[src/rtl/sound_sequencer.sv]
// sound_sequencer: priority-encoded sound events play square-wave notes of a shared duration,
// with a button-toggled mute state and preemption by higher-priority requests.
module sound_sequencer #(
   parameter int N_EV   = 4,
   parameter int TONE_W = 8,
   parameter int DUR_W  = 16,
   localparam int AW    = $clog2(N_EV)
) (
   input  logic                     clk,
   input  logic                     nRst,
   input  logic [N_EV-1:0]          ev_i,
   input  logic [N_EV*TONE_W-1:0]   tone_i,
   input  logic [DUR_W-1:0]         dur_i,
   input  logic                     button_i,
   output logic                     spk_o,
   output logic                     busy_o,
   output logic [AW-1:0]            active_o,
   output logic                     muted_o
);
   typedef enum logic [1:0] {IDLE, PLAY, MUTED} state_t;

   state_t              state_q, state_d;
   logic                btn_q, btn_d;
   logic                spk_q, spk_d;
   logic                busy_q, busy_d;
   logic                muted_q, muted_d;
   logic [AW-1:0]       active_q, active_d;
   logic [DUR_W-1:0]    dur_cnt_q, dur_cnt_d;
   logic [TONE_W-1:0]   tone_cnt_q, tone_cnt_d;
   logic [TONE_W-1:0]   period_q, period_d;

   logic                btn_rise, sel_any, start;
   logic [AW-1:0]       sel_idx;
   logic [TONE_W-1:0]   sel_tone;

   always_comb begin
      sel_any  = |ev_i;
      sel_idx  = '0;
      sel_tone = '0;
      for (int i = N_EV - 1; i >= 0; i--) begin
         if (ev_i[i]) begin
            sel_idx  = AW'(i);
            sel_tone = tone_i[i*TONE_W +: TONE_W];
         end
      end
      btn_rise = button_i & ~btn_q;
      // a PLAY start is only a preemption when the lowest requested index beats the playing one
      start = sel_any && (dur_i != '0) &&
              ((state_q == IDLE) || ((state_q == PLAY) && (sel_idx < active_q)));
      state_d    = state_q;
      btn_d      = button_i;
      spk_d      = spk_q;
      busy_d     = busy_q;
      muted_d    = muted_q;
      active_d   = active_q;
      dur_cnt_d  = dur_cnt_q;
      tone_cnt_d = tone_cnt_q;
      period_d   = period_q;
      if (btn_rise) begin
         state_d = (state_q == MUTED) ? IDLE : MUTED;
         muted_d = (state_q != MUTED);
         spk_d   = 1'b0;
         busy_d  = 1'b0;
      end else if (start) begin
         state_d    = PLAY;
         period_d   = (sel_tone == '0) ? TONE_W'(1) : sel_tone;
         dur_cnt_d  = dur_i;
         tone_cnt_d = '0;
         active_d   = sel_idx;
         spk_d      = 1'b0;
         busy_d     = 1'b1;
      end else if (state_q == PLAY) begin
         dur_cnt_d = dur_cnt_q - DUR_W'(1);
         if (dur_cnt_q == DUR_W'(1)) begin
            state_d = IDLE;
            spk_d   = 1'b0;
            busy_d  = 1'b0;
         end else if (tone_cnt_q == period_q - TONE_W'(1)) begin
            tone_cnt_d = '0;
            spk_d      = ~spk_q;
         end else begin
            tone_cnt_d = tone_cnt_q + TONE_W'(1);
         end
      end
   end

   always_ff @(posedge clk or negedge nRst) begin
      if (!nRst) begin
         state_q    <= IDLE;
         btn_q      <= 1'b0;
         spk_q      <= 1'b0;
         busy_q     <= 1'b0;
         muted_q    <= 1'b0;
         active_q   <= '0;
         dur_cnt_q  <= '0;
         tone_cnt_q <= '0;
         period_q   <= '0;
      end else begin
         state_q    <= state_d;
         btn_q      <= btn_d;
         spk_q      <= spk_d;
         busy_q     <= busy_d;
         muted_q    <= muted_d;
         active_q   <= active_d;
         dur_cnt_q  <= dur_cnt_d;
         tone_cnt_q <= tone_cnt_d;
         period_q   <= period_d;
      end
   end

   assign spk_o    = spk_q;
   assign busy_o   = busy_q;
   assign active_o = active_q;
   assign muted_o  = muted_q;
endmodule

[config.mk]
export PLATFORM = sky130hd
export DESIGN_NAME = sound_sequencer
export DESIGN_NICKNAME = d
export VERILOG_FILES = /design/src/rtl/sound_sequencer.sv
export SDC_FILE = /design/constraint.sdc
export NUM_CORES = 1
export LEC_CHECK = 0
export CAP_MARGIN = 10
export CORE_MARGIN = 2
export CORE_UTILIZATION = 37
export CTS_BUF_LIST = sky130_fd_sc_hd__clkbuf_8
export CTS_CLUSTER_DIAMETER = 60
export DETAILED_ROUTE_END_ITERATION = 10
export GPL_TIMING_DRIVEN = 0
export SYNTH_ARGS = -nofsm -noshare
export SYNTH_HDL_FRONTEND = slang
export SYNTH_SLANG_ARGS = --single-unit
[constraint.sdc]
create_clock -name clk -period 6.2 [get_ports clk]
set_clock_uncertainty 0.2 [all_clocks]
set_input_delay 1.24 -clock clk [delete_from_list [all_inputs] [get_ports clk]]
set_output_delay 1.24 -clock clk [all_outputs]
set_load 0.005 [all_outputs]
* Word-level counts from Yosys, hierarchy flattened
Index checks and enable logic that the tools add are counted.
** Cells by class
- Reductions and logical operators :: 17
- Bitwise gates (word level) :: 4
- Eq/ne operators :: 6
- Order comparisons :: 1
- Multiplexer cells :: 29
- $add $sub $neg :: 3
** Operator list (count)
- $mux W8 :: 9
- $mux W16 :: 2
- $mux W2 :: 9
- $eq A16 B1 Y1 const B :: 1
- $reduce_bool A16 Y1 :: 1
- $sub A16 B1 Y16 const B :: 1
- $mux W1 :: 9
- $add A8 B1 Y8 const B :: 1
- $eq A8 B8 Y1 :: 1
- $logic_not A8 Y1 :: 1
- $reduce_and A2 Y1 :: 4
- $sub A8 B1 Y8 const B :: 1
- $reduce_bool A3 Y1 :: 2
- $ne A2 B2 Y1 const B :: 2
- $reduce_bool A4 Y1 :: 1
- $reduce_or A4 Y1 :: 1
- $logic_and A1 B1 Y1 :: 3
- $not A1 Y1 :: 3
- $reduce_and A3 Y1 :: 1
- $eq A2 B1 Y1 const B :: 1
- $eq A2 B2 Y1 const B :: 1
- $logic_not A2 Y1 :: 1
- $lt A2 B2 Y1 :: 1
- $reduce_bool A2 Y1 :: 1
- other kinds (2) :: 2
** Word-level totals
- Bits in registers :: 40
- Logic and storage cells :: 69
- Bits of input ports :: 55
- Output and inout port bits :: 5

* Depth between registers and ports, before layout
Gate-level depths: netlist of run 1.
- Depth in word-level cells :: 10
- Gate-level depth with buffers :: 12
- Mapped depth without buffers :: 10

* Least setup slack after synthesis of run 1
Ideal clock, no wire load.
- Path kind :: input port to flip-flop
- From :: input port ev_i[0]
- To :: register tone_cnt_q[5]
- Required time :: 5.869 ns
- Data arrival time :: 3.570 ns
- Stages on the path :: 12
- Setup time :: 0.131 ns
- Slack :: 2.298 ns
- Buffers on the path :: 3
- Cell sequence :: clkbuf_1 -> clkbuf_1 -> nor3_1 -> ha_1 -> nor2b_1 -> o21ai_1 -> a21boi_1 -> nor4_2 -> clkbuf_1 -> a211oi_1 -> o21ai_0 -> o31ai_1
** Between the ends
- Word-level cells in the longest chain between the ends :: 7
- Elaborated cells on any way between the ends :: 11
- Classes of those cells :: 1 x order compare; 1 x eq/ne; 2 x mux; 7 x reduce/logical
** Ends and longest elaborated chain
- start: declaration :: line 11 : input logic [N_EV-1:0] ev_i,
- $mux W2 (*) :: line 41 : if (ev_i[i]) begin
- net sel_idx[1] :: line 33 : logic [AW-1:0] sel_idx;
- $lt A2 B2 Y1 (*) :: line 49 : ((state_q == IDLE) || ((state_q == PLAY) && (sel_idx < active_q)));
- $logic_and A1 B1 Y1 (*) :: line 49
- $logic_or A1 B1 Y1 (*) :: line 49
- $logic_and A1 B1 Y1 (*) :: line 48 : start = sel_any && (dur_i != '0) &&
- $ne A2 B2 Y1 (no line) or $reduce_bool A2 Y1 (tied branches)
- $reduce_and A3 Y1 (no line)
- end signal: assignment :: line 106 : tone_cnt_q <= tone_cnt_d;
- end: declaration :: line 29 : logic [TONE_W-1:0] tone_cnt_q, tone_cnt_d;
The timed path passes the listed nets; every way through them passes the cells marked *.
A chain may end at the register's enable or synchronous reset.

* Worst setup path after layout of run 1
- From :: input port ev_i[0]
- To :: register dur_cnt_q[9]
** Between the ends
- Word-level cells in the longest chain between the ends :: 7
- Elaborated cells on any way between the ends :: 10
- Classes of those cells :: 1 x order compare; 2 x mux; 7 x reduce/logical
** Ends and longest elaborated chain
- $mux W2 (*) :: line 41
- net sel_idx[1] :: line 33
- $lt A2 B2 Y1 (*) :: line 49
- $logic_and A1 B1 Y1 (*) :: line 49
- $logic_or A1 B1 Y1 (*) :: line 49
- $logic_and A1 B1 Y1 (*) :: line 48
- $reduce_bool A2 Y1 (no line)
- $reduce_and A2 Y1 (no line)
- end signal: assignment :: line 105 : dur_cnt_q <= dur_cnt_d;
- end: declaration :: line 28 : logic [DUR_W-1:0] dur_cnt_q, dur_cnt_d;
Marks and branches as above.

==> out/summary.txt, run 1 <==
Status - completed
DP HPWL - 5920 um
Post-placement cell count - 487
Core region area - 7140 um^2
Total Wirelength - 7760 um
Synth unique cells - 55
Fmax - 0.202 GHz
Hold Crit Start - dur_cnt_q[5]
Post-synthesis mux area share - 0.794%
Hold Buf Count CTS - 0
Syn Nets - 388
Via Count - 2760
XOR/XNOR share of the synthesized area - 2.94%
RePlAce Congestion - 0.824
Routed Antenna Nets - 0
Die Y - 89.1 um
Final nets - 455
Input/output buffers - 59
Final period utilization - 79.9%
Slack of the worst reg-to-reg path - 3.27 ns
Row cnt - 31
Count of pins over their slew limit - 0
Largest family of logic cells by synthesized area - simple AND/OR/NAND/NOR gates
Initial DRC count - 130
Hold Fails Final Rpt - 0
Layout area overhead - 30.4%
Ant. Diodes - 0
Root Driver - clkbuf_8
Ratio of routed vias to standard cells - 5.58
Worst-Skew Late Latency - 0.30 ns
Worst Setup End Kind - register
Synth async-reset ratio - 100%
R2R depth - 10
Post-synth EDFFs - 0
Part of the Yosys area used for sequential elements - 36.4%
Post-Synth Simple-Gate Area - 28.8%
Setup bufs post-CTS - 0
Clock buffer depth - 2
Maximum fanout along the worst path - 10
Fill cell count - 738
RSZ-0062 raised after global routing - false
Initial cell density of the core - 37.5%
Number of buffers created by CTS - 5
Slew headroom - 48.0%
# resized after CTS - 0
Syn avg cell area - 8.17 um^2
Layout cells sized above 1 - 8.33%
Setup TNS - 0 ns
Ports - 60
Worst r2r src - active_o[1]
Crit path kind - primary input to register
Cells on Worst Hold Path - 2
Max-cap violation count - 0
Die area - 7940 um^2
Hold crit path type - register to register
First-pass GRT wire length - 13000 um
Final std cells w/o fill - 495
Max VDD drop - 0.221 mV
Startpoint Class - primary input
Actual slew at the worst max-slew pin - 0.774 ns
Fin crit period - 4.96 ns
Reg2reg end - dur_cnt_q[9]
Post-synthesis adder-cell area fraction - 2.34%
Drt first pass iters - 4
Drt wl/cell - 15.7 um
Vias in the first global route - 2659
Pin count of the biggest net entering global routing - 39
Hold Path End - dur_cnt_q[5]
Clk sinks - 39
Setup violators final - 0
Number of synthesized register bits - 39
PD cells - 359 nW/um^2
Synth Flop Type - dfrtp_1
DRC - 0
Static Leak - 1.33 nW
Syn Inst Count - 328
Crit path arrival time - 4.92 ns
H-tree lvl count - 2
Compound-Gate Fraction of Synth Area - 23.7%
GRT Total Usage - 21.1%
Yosys warnings - 0
Clock-pin transition on the worst setup and hold timing paths - 0.08 ns
Mapped Area - 2680 um^2
CTS tree - done
Die W - 89.1 um
Gr ovfl total - 0
Initial antenna violation count - 0
Worst EP required - 6.16 ns
cell type report:
type / count / area [um^2] / share of cell area (%)
Clock inverter: 3 / 15.0 / 0.430
Inverter: 12 / 45.0 / 1.29
Sequential cell: 39 / 976 / 27.9
Clock buffer: 5 / 68.8 / 1.97
Multi-Input combinational cell: 258 / 1570 / 44.9
Timing Repair Buffer: 60 / 606 / 17.3
Tap cell: 99 / 124 / 3.55
Buffer: 19 / 88.8 / 2.54
critical path, stage by stage:
cell	delay, ns
clkdlybuf4s50_1	0.50
clkbuf_1	0.36
clkbuf_1	0.44
nor3_1	0.15
ha_1	0.31
nor2b_1	0.13
o21ai_1	0.07
a21boi_1	0.16
nor4_2	0.72
clkbuf_1	0.47
o21ai_0	0.19
nand2_1	0.09
o21ai_0	0.08
cell usage after synthesis (3+ instances only):
cell type | count | area (um^2)
a221oi_1 | 5 | 43.8
nor2_1 | 30 | 113
a211oi_1 | 4 | 30.0
nand4_1 | 7 | 43.8
xnor2_1 | 4 | 35.0
inv_1 | 11 | 41.3
o21ai_1 | 3 | 15.0
o211ai_1 | 3 | 22.5
dfrtp_1 | 39 | 976
ha_1 | 5 | 62.6
a22oi_1 | 6 | 45.0
a21oi_1 | 28 | 140
nor2b_1 | 8 | 50.1
and3_1 | 3 | 18.8
nand2b_1 | 7 | 43.8
buf_2 | 8 | 40.0
nand2_1 | 24 | 90.1
nor3_1 | 18 | 90.1
xor2_1 | 5 | 43.8
o21ai_0 | 33 | 165
o31ai_1 | 6 | 45.0
clkbuf_1 | 10 | 37.5
nand3_1 | 11 | 55.1
nor4_1 | 13 | 81.3
cell families after synthesis:
family | after synthesis
adders and majority gates | 5
and+or+nand+nor | 140
xor gates and xnor gates | 9
buffers and inverters | 31
DFF | 39
muxes | 2
AOI/OAI and AO/OA | 102
per-stage QoR:
stage	cell area (um^2)	util [%]	power, mW	setup slack [ns]	hold slack (ns)
2_1_floorplan	2680	-	0.870	2.30	0.249
3_3_place_gp	3390	47.5	1.08	0.922	0.274
3_5_place_dp	3410	47.8	1.09	0.939	0.290
4_1_cts	3490	48.9	1.26	1.26	0.311
5_1_grt	3490	48.9	1.36	0.862	0.344
6_report	3490	48.9	1.25	1.24	0.311
where the power goes:
part           internal [mW]  switching, mW
logic                  0.263          0.346
registers              0.357          0.119
clock network         0.0770         0.0917
total                  0.697          0.557
registers in the layout, indices dropped and copies added, names as in the netlist:
register and count:
tone_cnt_q 8, dur_cnt_q 16, state_q 2, btn_q 1, spk_o 1, active_o 2, muted_o 1, period_q 8
layout by cell type, fill, tap and decap left out, types with 5 or more instances in the layout:
cell type,synthesis,final
nor4_1,13,13
a21oi_1,28,28
a22oi_1,6,6
xor2_1,5,5
ha_1,5,5
nor2b_1,8,8
dfrtp_1,39,39
nand2b_1,7,7
nor2_1,30,30
clkbuf_1,10,10
a221oi_1,5,5
clkbuf_8,0,5
nand4_1,7,7
o31ai_1,6,6
o21ai_0,33,33
nand2_1,24,24
inv_1,11,11
nand3_1,11,11
clkdlybuf4s50_1,0,58
nor3_1,18,18
buf_2,8,9
worst max-delay path by stage:
stage | from | end | slack [ns] | cells past startpoint
final | ev_i[0] | dur_cnt_q[9] | 1.24 | 13
after global routing | ev_i[0] | dur_cnt_q[5] | 0.86 | 13
after CTS | ev_i[0] | dur_cnt_q[9] | 1.26 | 13
after detailed placement | ev_i[0] | dur_cnt_q[5] | 0.94 | 13
after global placement | ev_i[0] | dur_cnt_q[9] | 0.92 | 13
after floorplan | ev_i[0] | tone_cnt_q[5] | 2.30 | 12
per-layer routing:
layer	track usage, %	share of wire, %	up-vias
met5	0	0	-
met3	3.32	3.5	16
li1	-	-	1359
met1	28.3	46	1310
met4	7.33	1.9	0
met2	34.5	48	75
No activity file was read; power rests on OpenSTA's default activity.
==> inputs of run 2 (changes only) <==
==> constraint.sdc (replaced) <==
create_clock -name clk -period 4.6 [get_ports clk]
set_clock_uncertainty 0.2 [all_clocks]
set_input_delay 0.92 -clock clk [delete_from_list [all_inputs] [get_ports clk]]
set_output_delay 0.92 -clock clk [all_outputs]
set_load 0.005 [all_outputs]
==> out/summary.txt, run 2 (synthesis results as in run 1) <==
Pin count of the biggest net entering global routing - 39
DRC - 0
Max reg flops - 16
Setup TNS - 0 ns
Maximum fanout along the worst path - 10
RSZ-0062 raised after global routing - false
Max VDD drop - 0.300 mV
Layout cells sized above 1 - 8.84%
Finished Cell Area - 3510 um^2
CTS tree - done
Die W - 89.1 um
Status - completed
Initial antenna violation count - 0
Row cnt - 31
Core region area - 7140 um^2
Final std cells w/o fill - 495
Total Wirelength - 7720 um
Static Leak - 1.34 nW
Via Count - 2725
Clock group share of total power - 13.5%
Max-cap violation count - 0
Internal power - 0.945 mW
Setup bufs post-CTS - 0
Gr ovfl total - 0
Clock-pin transition on the worst setup and hold timing paths - 0.08 ns
Layout area overhead - 30.9%
Top flop regs - dur_cnt_q (16), period_q (8), tone_cnt_q (8)
First-pass GRT wire length - 13000 um
Actual slew at the worst max-slew pin - 0.705 ns
Worst path max stage delay - 0.51 ns
Crit path kind - primary input to register
Critical-path cell list - clkdlybuf4s50_1, clkbuf_1, clkbuf_1, nor3_1, ha_1, nor2b_1, o21ai_1, a21boi_2, nor4_4, clkbuf_1, o21ai_0, nand2_1, o21ai_0
Comb pwr share - 48.8%
Hold Fails Final Rpt - 0
H-tree lvl count - 2
Largest register by flop count - dur_cnt_q
Root Driver - clkbuf_8
Initial DRC count - 123
Vias in the first global route - 2663
Initial cell density of the core - 37.5%
DP HPWL - 5920 um
Switch Pwr - 0.752 mW
Input/output buffers - 59
Worst-Skew Late Latency - 0.30 ns
Switching part of the total - 44.3%
Crit path arrival time - 4.19 ns
Sequential Power Share - 37.8%
Slew headroom - 52.5%
Setup violators final - 0
Hold WS - 0.200 ns
Worst EP required - 4.56 ns
Worst Setup End Kind - register
Area after DPL - 3410 um^2
Final nets - 455
Die area - 7940 um^2
Hold crit path type - primary input to async pin
PD cells - 484 nW/um^2
Fin crit period - 4.23 ns
Drt first pass iters - 4
Number of buffers created by CTS - 5
Ant. Diodes - 0
# resized after CTS - 1
Commonest non-fill, non-tap cell in the layout - clkdlybuf4s50_1
CP max stage cell - nor4_4
CP Buf/Inv Count - 4
CP delay by family, top - buffers and inverters
Count of pins over their slew limit - 0
Commonest cells after routing, fill and taps aside - clkdlybuf4s50_1, dfrtp_1, o21ai_0
Ratio of routed vias to standard cells - 5.51
Clk sinks - 39
Die Y - 89.1 um
Routed Antenna Nets - 0
Drt wl/cell - 15.6 um
Hold Buf Count CTS - 0
Ports - 60
Clock buffer depth - 2
Post-placement cell count - 487
Fmax - 0.237 GHz
Startpoint Class - primary input
Final period utilization - 91.9%
Worst path most repeated cell - clkbuf_1
Total power - 1.70 mW
RePlAce Congestion - 0.824
GRT Total Usage - 21.1%
==> run 2: cell counts in the layout (fill, tap and decap cells not counted) <==
Identical to the previous run, type by type.
==> run 2: area by class of cell <==
cell class / instances / area (um^2)
buffer: 19 / 90.1
clock buffer: 5 / 68.8
clock inverter: 3 / 15.0
fill: 737 / 3630
inverter: 12 / 45.0
multi-input combinational: 258 / 1580
sequential: 39 / 976
tap: 99 / 124
timing repair buffer: 60 / 606
==> run 2: power by group through the flow <==
stage	logic (mW)	registers [mW]	clock network [mW]
floorplan	0.567	0.606	0
global placement	0.805	0.644	0
detailed placement	0.823	0.642	0
CTS	0.830	0.640	0.236
global route	0.929	0.666	0.253
finish	0.828	0.641	0.228
==> run 2: path summary, 6_finish.rpt <==
path | cells past startpoint | startpoint | endpoint | slack [ns]
max | 13 | ev_i[1] | dur_cnt_q[9] | 0.37
min | 1 | nRst | period_q[2] | 0.20
max reg2reg | 10 | period_q[0] | spk_o | 1.72
min reg2reg | 1 | dur_cnt_q[8] | dur_cnt_q[8] | 0.31
max in group asynchronous | 2 | nRst | tone_cnt_q[4] | 3.60
min in group clk | 1 | dur_cnt_q[8] | dur_cnt_q[8] | 0.31
==> run 2: through the flow <==
stage | util [%] | worst slack, ns
after floorplan | - | 1.02
after global placement | 47.5 | -0.358
after detailed placement | 47.8 | -0.341
after CTS | 49.1 | 0.168
after global routing | 49.1 | 0.0369
final | 49.1 | 0.374
==> run 2: metal layers <==
metal  GRT usage [%]  routed length (um)  vias up
met4            7.33                 158        0
li1                -                   -     1357
met2            34.7                3720       70
met1            28.3                3490     1281
met3            3.32                 340       17
met5               0                   0        -
==> inputs of run 3 (changes only) <==
--- a/config.mk
+++ b/config.mk
@@ -11,6 +11,7 @@
 export CTS_BUF_LIST = sky130_fd_sc_hd__clkbuf_8
 export CTS_CLUSTER_DIAMETER = 60
 export DETAILED_ROUTE_END_ITERATION = 10
+export GPL_ROUTABILITY_DRIVEN = 1
 export GPL_TIMING_DRIVEN = 0
 export SYNTH_ARGS = -nofsm -noshare
 export SYNTH_HDL_FRONTEND = slang
==> results of run 3 <==
The final DEF is identical to that of run 2; final timing and power are the same.
